$ cat src/rtl/seq_divider_param.sv
// seq_divider_param
//   Multi-cycle restoring divider with a configurable operand width, signed
//   and unsigned modes and a start/ready handshake. One restoring step is
//   performed per clock; results are held stable until the next operation
//   completes.
//
// Ports
//   clk          rising-edge clock
//   reset        asynchronous active-low reset
//   start        request strobe, sampled only while ready=1
//   signed_mode  1 = two's-complement operands, 0 = unsigned (captured with start)
//   dividend     numerator   (captured with start)
//   divisor      denominator (captured with start)
//   ready        high while idle and able to accept a request
//   done         one-cycle pulse; results valid from this cycle on
//   quotient     registered quotient, held until the next done
//   remainder    registered remainder, held until the next done
//   div_by_zero  divisor was zero for the last result
//   overflow     last result was signed MIN / -1

module seq_divider_param #(
  parameter int WIDTH = 16,
  parameter int CNT_W = $clog2(WIDTH + 1)
) (
  input  logic             clk,
  input  logic             reset,
  input  logic             start,
  input  logic             signed_mode,
  input  logic [WIDTH-1:0] dividend,
  input  logic [WIDTH-1:0] divisor,
  output logic             ready,
  output logic             done,
  output logic [WIDTH-1:0] quotient,
  output logic [WIDTH-1:0] remainder,
  output logic             div_by_zero,
  output logic             overflow
);

  typedef enum logic [1:0] {
    S_IDLE  = 2'd0,
    S_CALC  = 2'd1,
    S_FIXUP = 2'd2,
    S_DONE  = 2'd3
  } state_t;

  localparam logic [WIDTH-1:0] MIN_VAL  = {1'b1, {(WIDTH-1){1'b0}}};
  localparam logic [CNT_W-1:0] CNT_INIT = CNT_W'(WIDTH);

  state_t             state_q, state_d;
  logic [CNT_W-1:0]   count_q, count_d;
  logic [WIDTH-1:0]   rem_q, rem_d;           // partial remainder
  logic [WIDTH-1:0]   dq_q, dq_d;             // dividend shifting out / quotient shifting in
  logic [WIDTH-1:0]   dvsr_q, dvsr_d;         // divisor magnitude
  logic               neg_quo_q, neg_quo_d;
  logic               neg_rem_q, neg_rem_d;
  logic               ovf_q, ovf_d;           // pending overflow flag for this operation
  logic               dz_q, dz_d;             // pending divide-by-zero flag
  logic [WIDTH-1:0]   quotient_q, quotient_d;
  logic [WIDTH-1:0]   remainder_q, remainder_d;
  logic               div_by_zero_q, div_by_zero_d;
  logic               overflow_q, overflow_d;
  logic               done_q, done_d;

  // Operand preparation at the accept edge
  logic               a_neg, b_neg;
  logic [WIDTH-1:0]   a_mag, b_mag;
  logic               div_zero_in;

  // One restoring step: the shifted remainder needs one extra bit
  logic [WIDTH:0]     shifted;
  logic               fits;

  assign a_neg       = signed_mode & dividend[WIDTH-1];
  assign b_neg       = signed_mode & divisor[WIDTH-1];
  // |MIN| wraps back to MIN, which read as unsigned is exactly 2^(WIDTH-1)
  assign a_mag       = a_neg ? (~dividend + 1'b1) : dividend;
  assign b_mag       = b_neg ? (~divisor + 1'b1) : divisor;
  assign div_zero_in = (divisor == '0);

  assign shifted = {rem_q, dq_q[WIDTH-1]};
  assign fits    = (shifted >= {1'b0, dvsr_q});

  // ---------------------------------------------------------------- state register
  always_ff @(posedge clk or negedge reset) begin
    if (!reset) begin
      state_q <= S_IDLE;
    end else begin
      state_q <= state_d;
    end
  end

  // ---------------------------------------------------------------- next state
  always_comb begin
    state_d = state_q;
    case (state_q)
      S_IDLE: begin
        if (start) begin
          state_d = div_zero_in ? S_DONE : S_CALC;
        end
      end
      S_CALC: begin
        // Last step is the one that consumes count==1
        if (count_q == CNT_W'(1)) begin
          state_d = S_FIXUP;
        end
      end
      S_FIXUP: state_d = S_DONE;
      S_DONE:  state_d = S_IDLE;
      default: state_d = S_IDLE;
    endcase
  end

  // ---------------------------------------------------------------- outputs
  always_comb begin
    ready  = (state_q == S_IDLE);
    done_d = (state_q == S_DONE);
  end

  // ---------------------------------------------------------------- datapath
  always_comb begin
    count_d       = count_q;
    rem_d         = rem_q;
    dq_d          = dq_q;
    dvsr_d        = dvsr_q;
    neg_quo_d     = neg_quo_q;
    neg_rem_d     = neg_rem_q;
    ovf_d         = ovf_q;
    dz_d          = dz_q;
    quotient_d    = quotient_q;
    remainder_d   = remainder_q;
    div_by_zero_d = div_by_zero_q;
    overflow_d    = overflow_q;

    case (state_q)
      S_IDLE: begin
        if (start) begin
          if (div_zero_in) begin
            // Zero-divide result is fixed regardless of mode
            dq_d      = '1;
            rem_d     = dividend;
            dvsr_d    = '0;
            count_d   = '0;
            neg_quo_d = 1'b0;
            neg_rem_d = 1'b0;
            ovf_d     = 1'b0;
            dz_d      = 1'b1;
          end else begin
            dq_d      = a_mag;
            rem_d     = '0;
            dvsr_d    = b_mag;
            count_d   = CNT_INIT;
            neg_quo_d = a_neg ^ b_neg;
            neg_rem_d = a_neg;
            ovf_d     = signed_mode & (dividend == MIN_VAL) & (divisor == '1);
            dz_d      = 1'b0;
          end
        end
      end
      S_CALC: begin
        // Shifted remainder minus divisor is below the divisor, so the low
        // WIDTH bits of the difference are exact.
        rem_d   = fits ? (shifted[WIDTH-1:0] - dvsr_q) : shifted[WIDTH-1:0];
        dq_d    = {dq_q[WIDTH-2:0], fits};
        count_d = count_q - 1'b1;
      end
      S_FIXUP: begin
        // Truncation toward zero: remainder follows the dividend's sign.
        // MIN / -1 leaves magnitude 2^(WIDTH-1) un-negated, i.e. MIN.
        if (neg_quo_q) dq_d  = ~dq_q + 1'b1;
        if (neg_rem_q) rem_d = ~rem_q + 1'b1;
      end
      S_DONE: begin
        quotient_d    = dq_q;
        remainder_d   = rem_q;
        div_by_zero_d = dz_q;
        overflow_d    = ovf_q;
      end
      default: ;
    endcase
  end

  always_ff @(posedge clk or negedge reset) begin
    if (!reset) begin
      count_q       <= '0;
      rem_q         <= '0;
      dq_q          <= '0;
      dvsr_q        <= '0;
      neg_quo_q     <= 1'b0;
      neg_rem_q     <= 1'b0;
      ovf_q         <= 1'b0;
      dz_q          <= 1'b0;
      quotient_q    <= '0;
      remainder_q   <= '0;
      div_by_zero_q <= 1'b0;
      overflow_q    <= 1'b0;
      done_q        <= 1'b0;
    end else begin
      count_q       <= count_d;
      rem_q         <= rem_d;
      dq_q          <= dq_d;
      dvsr_q        <= dvsr_d;
      neg_quo_q     <= neg_quo_d;
      neg_rem_q     <= neg_rem_d;
      ovf_q         <= ovf_d;
      dz_q          <= dz_d;
      quotient_q    <= quotient_d;
      remainder_q   <= remainder_d;
      div_by_zero_q <= div_by_zero_d;
      overflow_q    <= overflow_d;
      done_q        <= done_d;
    end
  end

  assign done        = done_q;
  assign quotient    = quotient_q;
  assign remainder   = remainder_q;
  assign div_by_zero = div_by_zero_q;
  assign overflow    = overflow_q;

endmodule

$ cat config.mk
export PLATFORM = sky130hd
export DESIGN_NAME = seq_divider_param
export DESIGN_NICKNAME = d
export VERILOG_FILES = /design/src/rtl/seq_divider_param.sv
export SDC_FILE = /design/constraint.sdc
export NUM_CORES = 1
export LEC_CHECK = 0
export BUFFER_PORTS_ARGS = -buffer_cell sky130_fd_sc_hd__buf_2
export CAP_MARGIN = 20
export CORE_MARGIN = 10
export CORE_UTILIZATION = 43
export DETAILED_ROUTE_END_ITERATION = 16
export MAX_ROUTING_LAYER = met4
export SYNTH_ARGS = -nofsm -noshare
export SYNTH_HDL_FRONTEND = slang
export SYNTH_SLANG_ARGS = --single-unit
$ cat constraint.sdc
create_clock -name clk -period 2.5 [get_ports clk]
set_input_delay 0.375 -clock clk [delete_from_list [all_inputs] [get_ports clk]]
set_output_delay 0.375 -clock clk [all_outputs]
set_load 0.02 [all_outputs]
Word level (Yosys, flattened, before mapping) --
Index checks and enable logic that the tools add are counted.
Word-level totals: bits in registers 94, input bits 36, logic and storage cells 72
Cells by class: $add $sub $neg 6, $lt $le $gt $ge 1, eq/ne operators 10, multiplexer cells 23, bitwise logic cells 9, reduce and logical (&&, ||, !) cells 9
Operators with widths (count):
- 2-to-1 mux 16 bit | 10
- case mux 16 bit (3 select lines) | 2
- adder 16 x 1 -> 16 bit, second input constant | 4
- NOT 16 bit | 4
- == test 16 bit, second input constant | 2
- greater-or-equal comparator 17 x 16 -> 1 bit | 1
- zero test 16 bit | 1
- subtractor 16 bit | 1
- 2-to-1 mux 5 bit | 2
- case mux 5 bit (2 select lines) | 1
- != test 2 bit, second input constant | 4
- case mux 2 bit (4 select lines) | 1
- 2-to-1 mux 2 bit | 3
- AND reduction 2 bit | 3
- AND reduction 3 bit | 2
- == test 5 x 1 -> 1 bit, second input constant | 1
- subtractor 5 x 1 -> 5 bit, second input constant | 1
- AND 1 bit | 4
- == test 2 bit, second input constant | 2
- 2-to-1 mux 1 bit | 4
- nonzero test 3 bit | 1
- == test 2 x 1 -> 1 bit, second input constant | 1
- zero test 2 bit | 1
- nonzero test 2 bit | 1
- XOR 1 bit | 1

Logic depth before layout (Yosys ltp) --
Gate-level depths: netlist (run 1).
word-level depth 6, depth in mapped cells 11

Worst setup path before layout (run 1) --
OpenSTA, ideal clock, no wires.
path type register to register, from register rem_q[0], to register rem_q[15], library setup time 0.124 ns, arrival 2.265 ns, data required time 2.376 ns, setup slack 0.111 ns, cell stages (with the launch flop) 10, buffers on the path 1, path through dfrtp_1 or3_4 or3_4 or4_4 buf_6 nor3b_2 xor2_1 o22ai_1 a31oi_1 o21ai_1
Between the ends: word-level cells in the longest chain between the ends 4
Ends and longest elaborated chain:
- start, declared | RTL line 51 | logic [WIDTH-1:0] rem_q, rem_d;
- start signal, assigned | RTL line 199 | rem_q <= rem_d;
- NOT 16 bit | RTL line 170 | if (neg_rem_q) rem_d = ~rem_q + 1'b1;
- adder 16 x 1 -> 16 bit | RTL line 170
- 2-to-1 mux 16 bit | RTL line 170
- case mux 16 bit (3 select lines) (*) | RTL line 134 | case (state_q)
Mark *: on every way between the ends. The rest lies on a longest branch, timed or not. The select of a mux whose other input is x is not followed. A chain may end at the register's enable or synchronous reset.

Worst setup path in the final report (run 1) --
Ends and elaborated chain as after synthesis.

==> results of run 1 <==
[power by group through the flow]
stage          Combinational, mW  Clock, mW  Sequential [mW]
4_1_cts                     7.70       1.50             2.68
5_1_grt                     8.89       1.55             2.79
2_1_floorplan               4.70          0             2.88
6_report                    8.13       1.48             2.69
3_3_place_gp                7.47          0             2.67
3_5_place_dp                7.57          0             2.71
[repair_timing]
item | CTS | global route
endpoints found under the hold margin | 20 | 0
setup endpoints to repair | 6 | 18
pin swaps | 0 | 7
cloned | 0 | 0
hold buffers | 1 | 0
gates resized for setup | 8 | 34
buffers inserted | 1 | 6
[sequential cells by signal, summed over array words and instances, names as in the netlist]
| signal | cells |
|---|---|
| state_q | 2 |
| count_q | 5 |
| dz_q | 1 |
| neg_quo_q | 1 |
| overflow | 1 |
| quotient | 16 |
| dvsr_q | 16 |
| neg_rem_q | 1 |
| ovf_q | 1 |
| done | 1 |
| remainder | 16 |
| rem_q | 16 |
| div_by_zero | 1 |
| dq_q | 16 |
[routing by layer]
metal  global-route usage  share of wire  up-vias
met4               0.0592          0.013        0
met5                    -              0        -
met2                0.294           0.45      233
li1                     -              -     2961
met3               0.0280          0.057       25
met1                0.267           0.48     2971
[through the flow]
| stage | utilization | cells | hold WS (ns) |
|---|---|---|---|
| CTS | 0.534 | 1055 | 0.330 |
| floorplan | - | 752 | 0.0794 |
| finish | 0.548 | 1061 | 0.338 |
| global route | 0.548 | 1061 | 0.377 |
| detailed placement | 0.510 | 1037 | 0.298 |
| global placement | 0.510 | 1037 | 0.294 |
[cell families after synthesis]
family,Yosys count,share of synthesized area
DFF,94,0.366
adders and majority gates,28,0.0557
and+or+nand+nor,248,0.188
AOI/OAI and AO/OA,217,0.208
muxes,42,0.0722
buffers and inverters,78,0.0490
xor gates and xnor gates,45,0.0613
[synth_stat cells (7+ instances only)]
cell type | n | area share
ha_1 | 27 | 0.053
o21ai_1 | 7 | 0.0054
inv_1 | 36 | 0.021
nand4_1 | 9 | 0.0088
mux2i_1 | 7 | 0.011
a31oi_1 | 10 | 0.0097
o31ai_1 | 12 | 0.014
dfrtp_1 | 94 | 0.37
nand3_1 | 19 | 0.015
nor3_1 | 28 | 0.022
a21oi_1 | 52 | 0.040
nor4_1 | 11 | 0.011
clkbuf_1 | 35 | 0.020
a21o_1 | 11 | 0.013
xnor2_1 | 21 | 0.029
and2_1 | 7 | 0.0068
nor2_1 | 52 | 0.030
o21ai_0 | 69 | 0.054
and3_1 | 10 | 0.0097
xor2_1 | 24 | 0.033
mux2_2 | 35 | 0.061
nand2_1 | 81 | 0.047
o221ai_1 | 8 | 0.011
[how the worst max path moves through the flow]
stage	start	endpoint	slack, ns
detailed placement	rem_q[0]	rem_q[12]	-0.24
floorplan	rem_q[0]	rem_q[15]	0.11
global route	dq_q[15]	rem_q[10]	-0.08
finish	rem_q[0]	rem_q[15]	0.003
CTS	rem_q[0]	rem_q[15]	-0.008
global placement	rem_q[0]	rem_q[12]	-0.23
[cell usage in the layout (no fill, tap or decap), drive strengths merged, types with 2 or more instances in the layout]
| cell type | instances |
|---|---|
| and3 | 10 |
| a221oi | 3 |
| a21o | 11 |
| nor2 | 52 |
| xnor2 | 21 |
| dfrtp | 94 |
| o22ai | 6 |
| a32o | 3 |
| nand2 | 81 |
| and2 | 7 |
| or4 | 4 |
| clkbuf | 11 |
| a22o | 2 |
| a31oi | 10 |
| o221ai | 8 |
| o21a | 6 |
| o31ai | 12 |
| o41ai | 3 |
| mux2i | 7 |
| o21ai | 76 |
| o311ai | 2 |
| nand3 | 19 |
| nor4 | 12 |
| nand2b | 3 |
| o211ai | 4 |
| a21boi | 3 |
| mux2 | 35 |
| nor3b | 6 |
| inv | 38 |
| or3 | 8 |
| buf | 150 |
| xor2 | 24 |
| ha | 27 |
| nor3 | 29 |
| a21oi | 52 |
| nand4 | 9 |
| nor2b | 4 |
| a22oi | 6 |
[tightest hold or removal path, stage by stage]
cell and delay [ns]:
buf_2 0.14, nand4_1 0.07, o21ai_0 0.07
[layout make-up]
cell class	instances	area, um2
sequential	94	2360
inverter	36	135
timing repair buffer	151	1010
clock buffer	11	253
fill	1327	6590
clock inverter	5	63.8
tap	184	230
multi-input combinational	580	3940
==> metrics, run 1 <==
drt pass-1 iters 5; Ys Warns 0; grt ovf 0; number of antenna diodes 0; Final Cycle Share 0.999; GPL Wtd Cong approximately 1.0; hold crit path type in2reg; #FFs+latches synth 94; FF-to-FF setup slack between 0.003 and 0.004 ns; Clk network pwr share 0.120; switching part of the total 0.464; Clock Skews between 0.006 and 0.007 ns; WP data arrival approximately 2.7 ns; port bufs between 70 and 80; Hold Violations, Final 0; die extent in x between 100 and 150 um; most used cell, CP or3_4; Crit. End Element flop; worst skew pair latency approximately 0.35 ns; Mapped Avg Cell Area around 8.6 um2; family with the most delay on the worst path simple AND/OR/NAND/NOR gates; r2r worst-path depth 8; PnR worst setup slack 0.00316 ns; Max Fclk roughly 400 MHz; Worst Min Path Start divisor[15]; initial core utilization 0.441; Setup-failing EPs final 0; syn_nets ~820; DR WL/cell between 15 and 20 um; slowest stage delay, CP about 0.49 ns; drt total wl 19600 um; global-route wire length before repair between 30000 and 40000 um; CTS tree yes; CP startpoint kind flop; worst-path cell chain or3_4, or3_4, or4_4, nor3b_2, xor2_1, o22ai_1, a31oi_1, o21ai_1; WP depth 8; NumNets Final roughly 940; Worst IR Drop VDD between 0.6 and 0.7 mV; Starting DRT DRC Count between 500 and 600; Synth Flop Type dfrtp_1; Final ANT Viol Nets 0; Rel. slew slack 0.538; initial antenna violation count 0; GRT Total Usage 0.196; Max Slew Vio Count 0; TNS Setup 0 ns; Hold Path Sink dvsr_q[15]; Crit Path Max Fanout 5; Pleak roughly 3.7 nW; RSZ-0062 raised after global routing true; worst slack, placed -0.236 ns; Vias/cell between 5 and 6; Buffers & Inverters on Critical Path 0; die area 20200 um2; Tightest Pin Transition approximately 0.69 ns; Post-synth ARST share 1.00; via count approximately 6200; Final Cell Area 8000 um2; Pwr Density about 1500 nW/um2; cell count after synthesis approximately 750; largest net degree at the start of global routing 49; register area share after synthesis 0.366; CTS Buffer Depth 2; worst reg2reg startpoint rem_q[0]; Root Buffer clkbuf_16; Area growth, synth to finish 24.3%; layout cells sized above 1 0.278; status finished clean; library cells used by synthesis 63; placed standard-cell area approximately 7400 um2; DRC 0; Sw Pwr ~5.7 mW; Inserted Clock Buffers 9; I/O pin count 72; Max-Cap Viols 0; Post-synth EDFFs 0; Worst R2R End rem_q[15]; Internal Power roughly 6.6 mW; Worst EP required about 2.7 ns; die height ~140 um; post-route minimum period about 2.5 ns; Hold Path Stages 3; Max stage delay cell, worst path or4_4; area of the mapped netlist about 6400 um2; Crit Path Class reg2reg; Seq pwr share 0.219; Max H-tree Level 3; CTS clk-pin slew, worst paths 0.07 ns; Total Power 12.3 mW; combinational share of power 0.661; Core Area 14600 um2; clock sinks 94; DP Wirelength 14700 um; row count 44; vias in the first global route 6186
(Power assumes the default switching activity.)
==> run 2, diff against run 1 <==
--- a/config.mk
+++ b/config.mk
@@ -7,10 +7,14 @@
 export LEC_CHECK = 0
 export BUFFER_PORTS_ARGS = -buffer_cell sky130_fd_sc_hd__buf_2
 export CAP_MARGIN = 20
+export CELL_PAD_IN_SITES_DETAIL_PLACEMENT = 1
+export CELL_PAD_IN_SITES_GLOBAL_PLACEMENT = 2
 export CORE_MARGIN = 10
-export CORE_UTILIZATION = 43
+export CORE_UTILIZATION = 33
 export DETAILED_ROUTE_END_ITERATION = 16
 export MAX_ROUTING_LAYER = met4
+export PLACE_DENSITY_LB_ADDON = 0.1
+export SLEW_MARGIN = 20
 export SYNTH_ARGS = -nofsm -noshare
 export SYNTH_HDL_FRONTEND = slang
 export SYNTH_SLANG_ARGS = --single-unit
==> metrics, run 2 (synthesis results as in run 1) <==
die extent in x 160 um (+12%); Worst EP required 2.76 ns (+0.03 ns); via count 6282 (+1.5%); Worst IR Drop VDD 0.503 mV (-18%); r2r worst-path depth 11 (+3); Final ANT Viol Nets 0 (unchanged); Crit Path Class reg2reg; Max Fclk 392 MHz (-2.2%); # hold bufs at CTS 0 (-1); row count 50 (+14%); Inserted Clock Buffers 9 (unchanged); global-route wire length before repair 36500 um (+15%); Hold Violations, Final 0 (unchanged); Fin Hold WS 0.00922 ns (-0.328 ns); hold crit path type in2async; DP Wirelength 17200 um (+17%); Root Buffer clkbuf_16; die area 25500 um2 (+26%); CTS tree yes; Cells after DPL 1126 (+8.6%); grt ovf 0 (unchanged); DR WL/cell 19.9 um (+7.8%); post-route minimum period 2.55 ns (+0.0561 ns); status finished, violations left; Vias/cell 5.44 (-6.8%); Rel. slew slack 0.461 (-0.0778); I/O pin count 72 (unchanged); Core Area 19000 um2 (+30%); Setup-failing EPs final 7 (+7); initial antenna violation count 0 (unchanged); CTS clk-pin slew, worst paths 0.07 ns (about the same); layout cells sized above 1 0.301 (+0.0223); Starting DRT DRC Count 326 (-39%); clock sinks 94 (unchanged); Area growth, synth to finish 29.3%; CTS Buffer Depth 2 (unchanged); DRC 0 (unchanged); Pwr Density 1560 nW/um2 (+1.6%); Total Power 13.0 mW (+5.6%); Final Cycle Share 1.02 (+0.0225); Max Slew Vio Count 0 (unchanged); NumNets Final 954 (+1.9%); port bufs 71 (unchanged); filler cell count in the final layout 2270 (+71%); WP data arrival 2.81 ns (+0.08 ns); Tightest Pin Transition 0.809 ns (+0.117 ns); commonest cells after routing, fill and taps aside dfrtp_1 (93), buf_4 (91), nand2_1 (80); Reg area 2350 um2 (-0.11%); CP startpoint kind flop; failing checks setup timing; multi-input logic area 4030 um2 (+2.3%); TNS Setup -0.182 ns (-0.182 ns); Crit Path Max Fanout 3 (-2); worst skew pair latency 0.36 ns (about the same); GRT Total Usage 0.181 (-0.0152); drt total wl 23000 um (+17%); number of antenna diodes 0 (unchanged); RSZ-0062 raised after global routing true; Clock Skews 0.00894 ns (+0.00219 ns); vias in the first global route 6654 (+7.6%); final cell count without fillers 1155 (+8.9%); initial core utilization 0.339 (-0.102); GPL Wtd Cong 0.886 (-12%); Crit. End Element flop; die height 160 um (+12%); commonest non-fill, non-tap cell in the layout dfrtp_1; PnR worst setup slack -0.0530 ns (-0.0561 ns); Pleak 3.76 nW (+2.9%); drt pass-1 iters 5 (unchanged); largest net degree at the start of global routing 95 (+94%); worst slack, placed -0.225 ns (+0.0108 ns); Max H-tree Level 3 (unchanged); Max-Cap Viols 0 (unchanged)
run 2: worst paths after layout:
check                       startpoint  slack [ns]            to
max                           rem_q[1]       -0.05     rem_q[10]
min                              reset       0.009  remainder[7]
max reg2reg                   rem_q[1]       -0.05     rem_q[10]
min reg2reg                  dvsr_q[3]        0.48     dvsr_q[3]
max in group asynchronous        reset        1.98    dvsr_q[10]
min in group clk           divisor[15]        0.33    dvsr_q[15]
run 2: area by class of cell:
class                   instances  area share
clock buffers                  10      0.0287
multi-input cells             580       0.485
inverters                      36      0.0163
well taps                     260      0.0391
flip-flops and latches         94       0.283
repair buffers                169       0.137
clock inverters                 6      0.0111
run 2: routing by layer:
layer | track usage | part of all wire
met1 | 0.242 | 0.49
met2 | 0.276 | 0.46
met3 | 0.0240 | 0.030
met4 | 0.0586 | 0.016
met5 | - | 0
run 2: repair_timing:
item,in CTS,in global routing
endpoints found under the setup margin,8,24
resized for setup,16,42
gates cloned,0,1
pin swaps,2,17
setup buffers,4,9
run 2: worst max-delay path, cell delays in order, from the launching register on:
cell and delay, ns:
dfrtp_1 0.39, buf_6 0.12, inv_1 0.05, ha_2 0.16
or3b_4 0.38, or3_4 0.41, nor3_4 0.20, buf_6 0.14
nand2_2 0.05, xor2_1 0.15, a21oi_1 0.10, a221oi_2 0.30
run 2: power by group:
part	internal [mW]	switching (mW)
clock network	0.914	0.664
registers	2.18	0.484
logic	3.70	5.05
total	6.79	6.19
run 2: metrics by stage:
stage	util	cell area, um2
final	0.439	8320
after global routing	0.439	8320
after CTS	0.424	8040
after detailed placement	0.401	7610
after global placement	0.401	7600
after floorplan	-	6430
==> run 3, diff against run 2 <==
--- a/config.mk
+++ b/config.mk
@@ -13,7 +13,7 @@
 export CORE_UTILIZATION = 33
 export DETAILED_ROUTE_END_ITERATION = 16
 export MAX_ROUTING_LAYER = met4
-export PLACE_DENSITY_LB_ADDON = 0.1
+export PLACE_DENSITY = 0.82
 export SLEW_MARGIN = 20
 export SYNTH_ARGS = -nofsm -noshare
 export SYNTH_HDL_FRONTEND = slang
==> metrics, run 3 (synthesis results as in run 1) <==
status finished, violations left; failing checks setup timing; Worst R2R End rem_q[10]; Worst IR Drop VDD 0.553 mV (+10%); Buffers & Inverters on Critical Path 1 (-2); CP startpoint kind flop; worst reg2reg startpoint dq_q[15]; Max Slew Vio Count 0 (unchanged); clock sinks 94 (unchanged); Area growth, synth to finish 26.4%; filler cell count in the final layout 2299 (+1.3%); die area 25500 um2 (unchanged); row count 50 (unchanged); Core Area 19000 um2 (unchanged); Starting DRT DRC Count 259 (-21%); Root Buffer clkbuf_16; NumNets Final 949 (-0.52%); die extent in x 160 um (unchanged); slowest stage delay, CP 0.39 ns (-0.02 ns); CTS Buffer Depth 2 (unchanged); CTS tree yes; commonest cells after routing, fill and taps aside dfrtp_1 (93), buf_4 (89), nand2_1 (81); FF-to-FF setup slack -0.08 ns (-0.03 ns); CTS clk-pin slew, worst paths 0.07 ns (about the same); port bufs 71 (unchanged); worst-path cell chain inv_1, ha_2, fa_2, nor2b_4, o31ai_2, a21oi_2, o21ai_2, a21o_1, a21oi_2, o21ai_1, a221oi_2; Final Cycle Share 1.03 (+0.0121); Worst setup endpoint rem_q[10]; Inserted Clock Buffers 9 (unchanged); Rel. slew slack 0.630 (+0.169); initial core utilization 0.339 (unchanged); DRC 0 (unchanged); Setup-failing EPs final 3 (-4); Pleak 3.70 nW (-1.6%); Pwr Density 1520 nW/um2 (-2.8%); Final ANT Viol Nets 0 (unchanged); Max-Cap Viols 0 (unchanged); number of antenna diodes 0 (unchanged); Crit. End Element flop; Fin Hold WS 0.351 ns (+0.342 ns); PnR worst setup slack -0.0831 ns (-0.0301 ns); Hold Violations, Final 0 (unchanged); die height 160 um (unchanged); Worst EP required 2.73 ns (-0.03 ns); WP data arrival 2.81 ns (about the same); Max stage delay cell, worst path fa_2; DR WL/cell 19.4 um (-2.3%); r2r worst-path depth 11 (unchanged); post-route minimum period 2.58 ns (+0.0301 ns); drt pass-1 iters 4 (-1); Max Fclk 387 MHz (-1.2%); Worst setup startpoint dq_q[15]; hold crit path type in2reg; vias in the first global route 6525 (-1.9%); Vias/cell 5.42 (-0.41%); Crit Path Class reg2reg; layout cells sized above 1 0.280 (-0.0205); Crit Path Max Fanout 3 (unchanged); drt total wl 22300 um (-2.8%); largest net degree at the start of global routing 49 (-48%); initial antenna violation count 0 (unchanged); via count 6224 (-0.92%); family with the most delay on the worst path compound AO/OA/AOI/OAI gates; grt ovf 0 (unchanged); Hold Path Stages 3; I/O pin count 72 (unchanged); DP Wirelength 16700 um (-2.8%); global-route wire length before repair 36000 um (-1.5%); Tightest Pin Transition 0.554 ns (-0.255 ns); GRT Total Usage 0.177 (-0.00334); worst skew pair latency 0.36 ns (about the same); WP depth 11 (unchanged); GPL Wtd Cong 0.898 (+1.4%); worst slack, placed -0.320 ns (-0.0951 ns); RSZ-0062 raised after global routing true; Total Power 12.3 mW (-5.0%); Max H-tree Level 3 (unchanged); commonest non-fill, non-tap cell in the layout dfrtp_1; Clock Skews 0.00884 ns (-0.000101 ns); most used cell, CP a21oi_2
==> run 3: cell count changes in the layout (fill, tap and decap cells not counted), sizes merged <==
cell         change
clkbuf           +1
buf              -5
dlygate4sd3      +1
clkinv           +1
bufinv           -2
inv              -2
==> run 3: layout make-up <==
type / count / area (um2) / share of cell area
clock buffer: 12 / 246 / 0.0303
clock inverter: 3 / 21.3 / 0.00262
inverter: 36 / 135 / 0.0166
multi-input combinational: 580 / 3940 / 0.484
sequential: 94 / 2350 / 0.290
tap: 260 / 325 / 0.0400
timing repair buffer: 164 / 1110 / 0.136
==> run 3: per-stage QoR <==
stage / util / std cells / cell area, um2 / TNS [ns]
floorplan: - / 752 / 6430 / 0
global placement: 0.402 / 1126 / 7630 / -0.622
detailed placement: 0.402 / 1126 / 7630 / -0.952
CTS: 0.424 / 1147 / 8030 / -0.0256
global route: 0.429 / 1149 / 8130 / -0.774
finish: 0.429 / 1149 / 8130 / -0.156
==> run 3: worst min-delay path by stage <==
| stage | start | end | slack (ns) |
|---|---|---|---|
| floorplan | reset | count_q[0] | 0.08 |
| finish | divisor[15] | dvsr_q[15] | 0.35 |
| CTS | signed_mode | neg_quo_q | 0.34 |
| detailed placement | reset | rem_q[9] | 0.37 |
| global route | signed_mode | neg_quo_q | 0.37 |
| global placement | reset | remainder[5] | 0.36 |
==> run 3: layer usage <==
metal  up-vias  GRT usage  part of all wire
li1       2978          -                 -
met1      3112      0.244              0.50
met2       119      0.265              0.45
met3        15     0.0281             0.037
met4         0     0.0430             0.012
met5         -          -                 0
==> run 3: worst reg2reg max path, stage by stage (launching register included) <==
cell and delay (ns):
dfrtp_1 0.36, inv_1 0.09, ha_2 0.22, fa_2 0.40
nor2b_4 0.14, o31ai_2 0.09, a21oi_2 0.30, o21ai_2 0.09
a21o_1 0.20, a21oi_2 0.12, o21ai_1 0.08, a221oi_2 0.36
==> run 3: repair_timing <==
action | 4_1_cts | 5_1_grt
hold endpoints to repair | 26 | 0
setup endpoints to repair | 9 | 17
setup buffers | 5 | 2
hold buffers | 1 | 0
resized for setup | 20 | 19
pin swaps | 3 | 6
==> run 3: where the power goes <==
group	leakage [nW]	switching [mW]	total (mW)	internal, mW
logic	2.38	4.76	8.33	3.56
clock network	0.129	0.627	1.33	0.699
registers	1.20	0.507	2.68	2.18
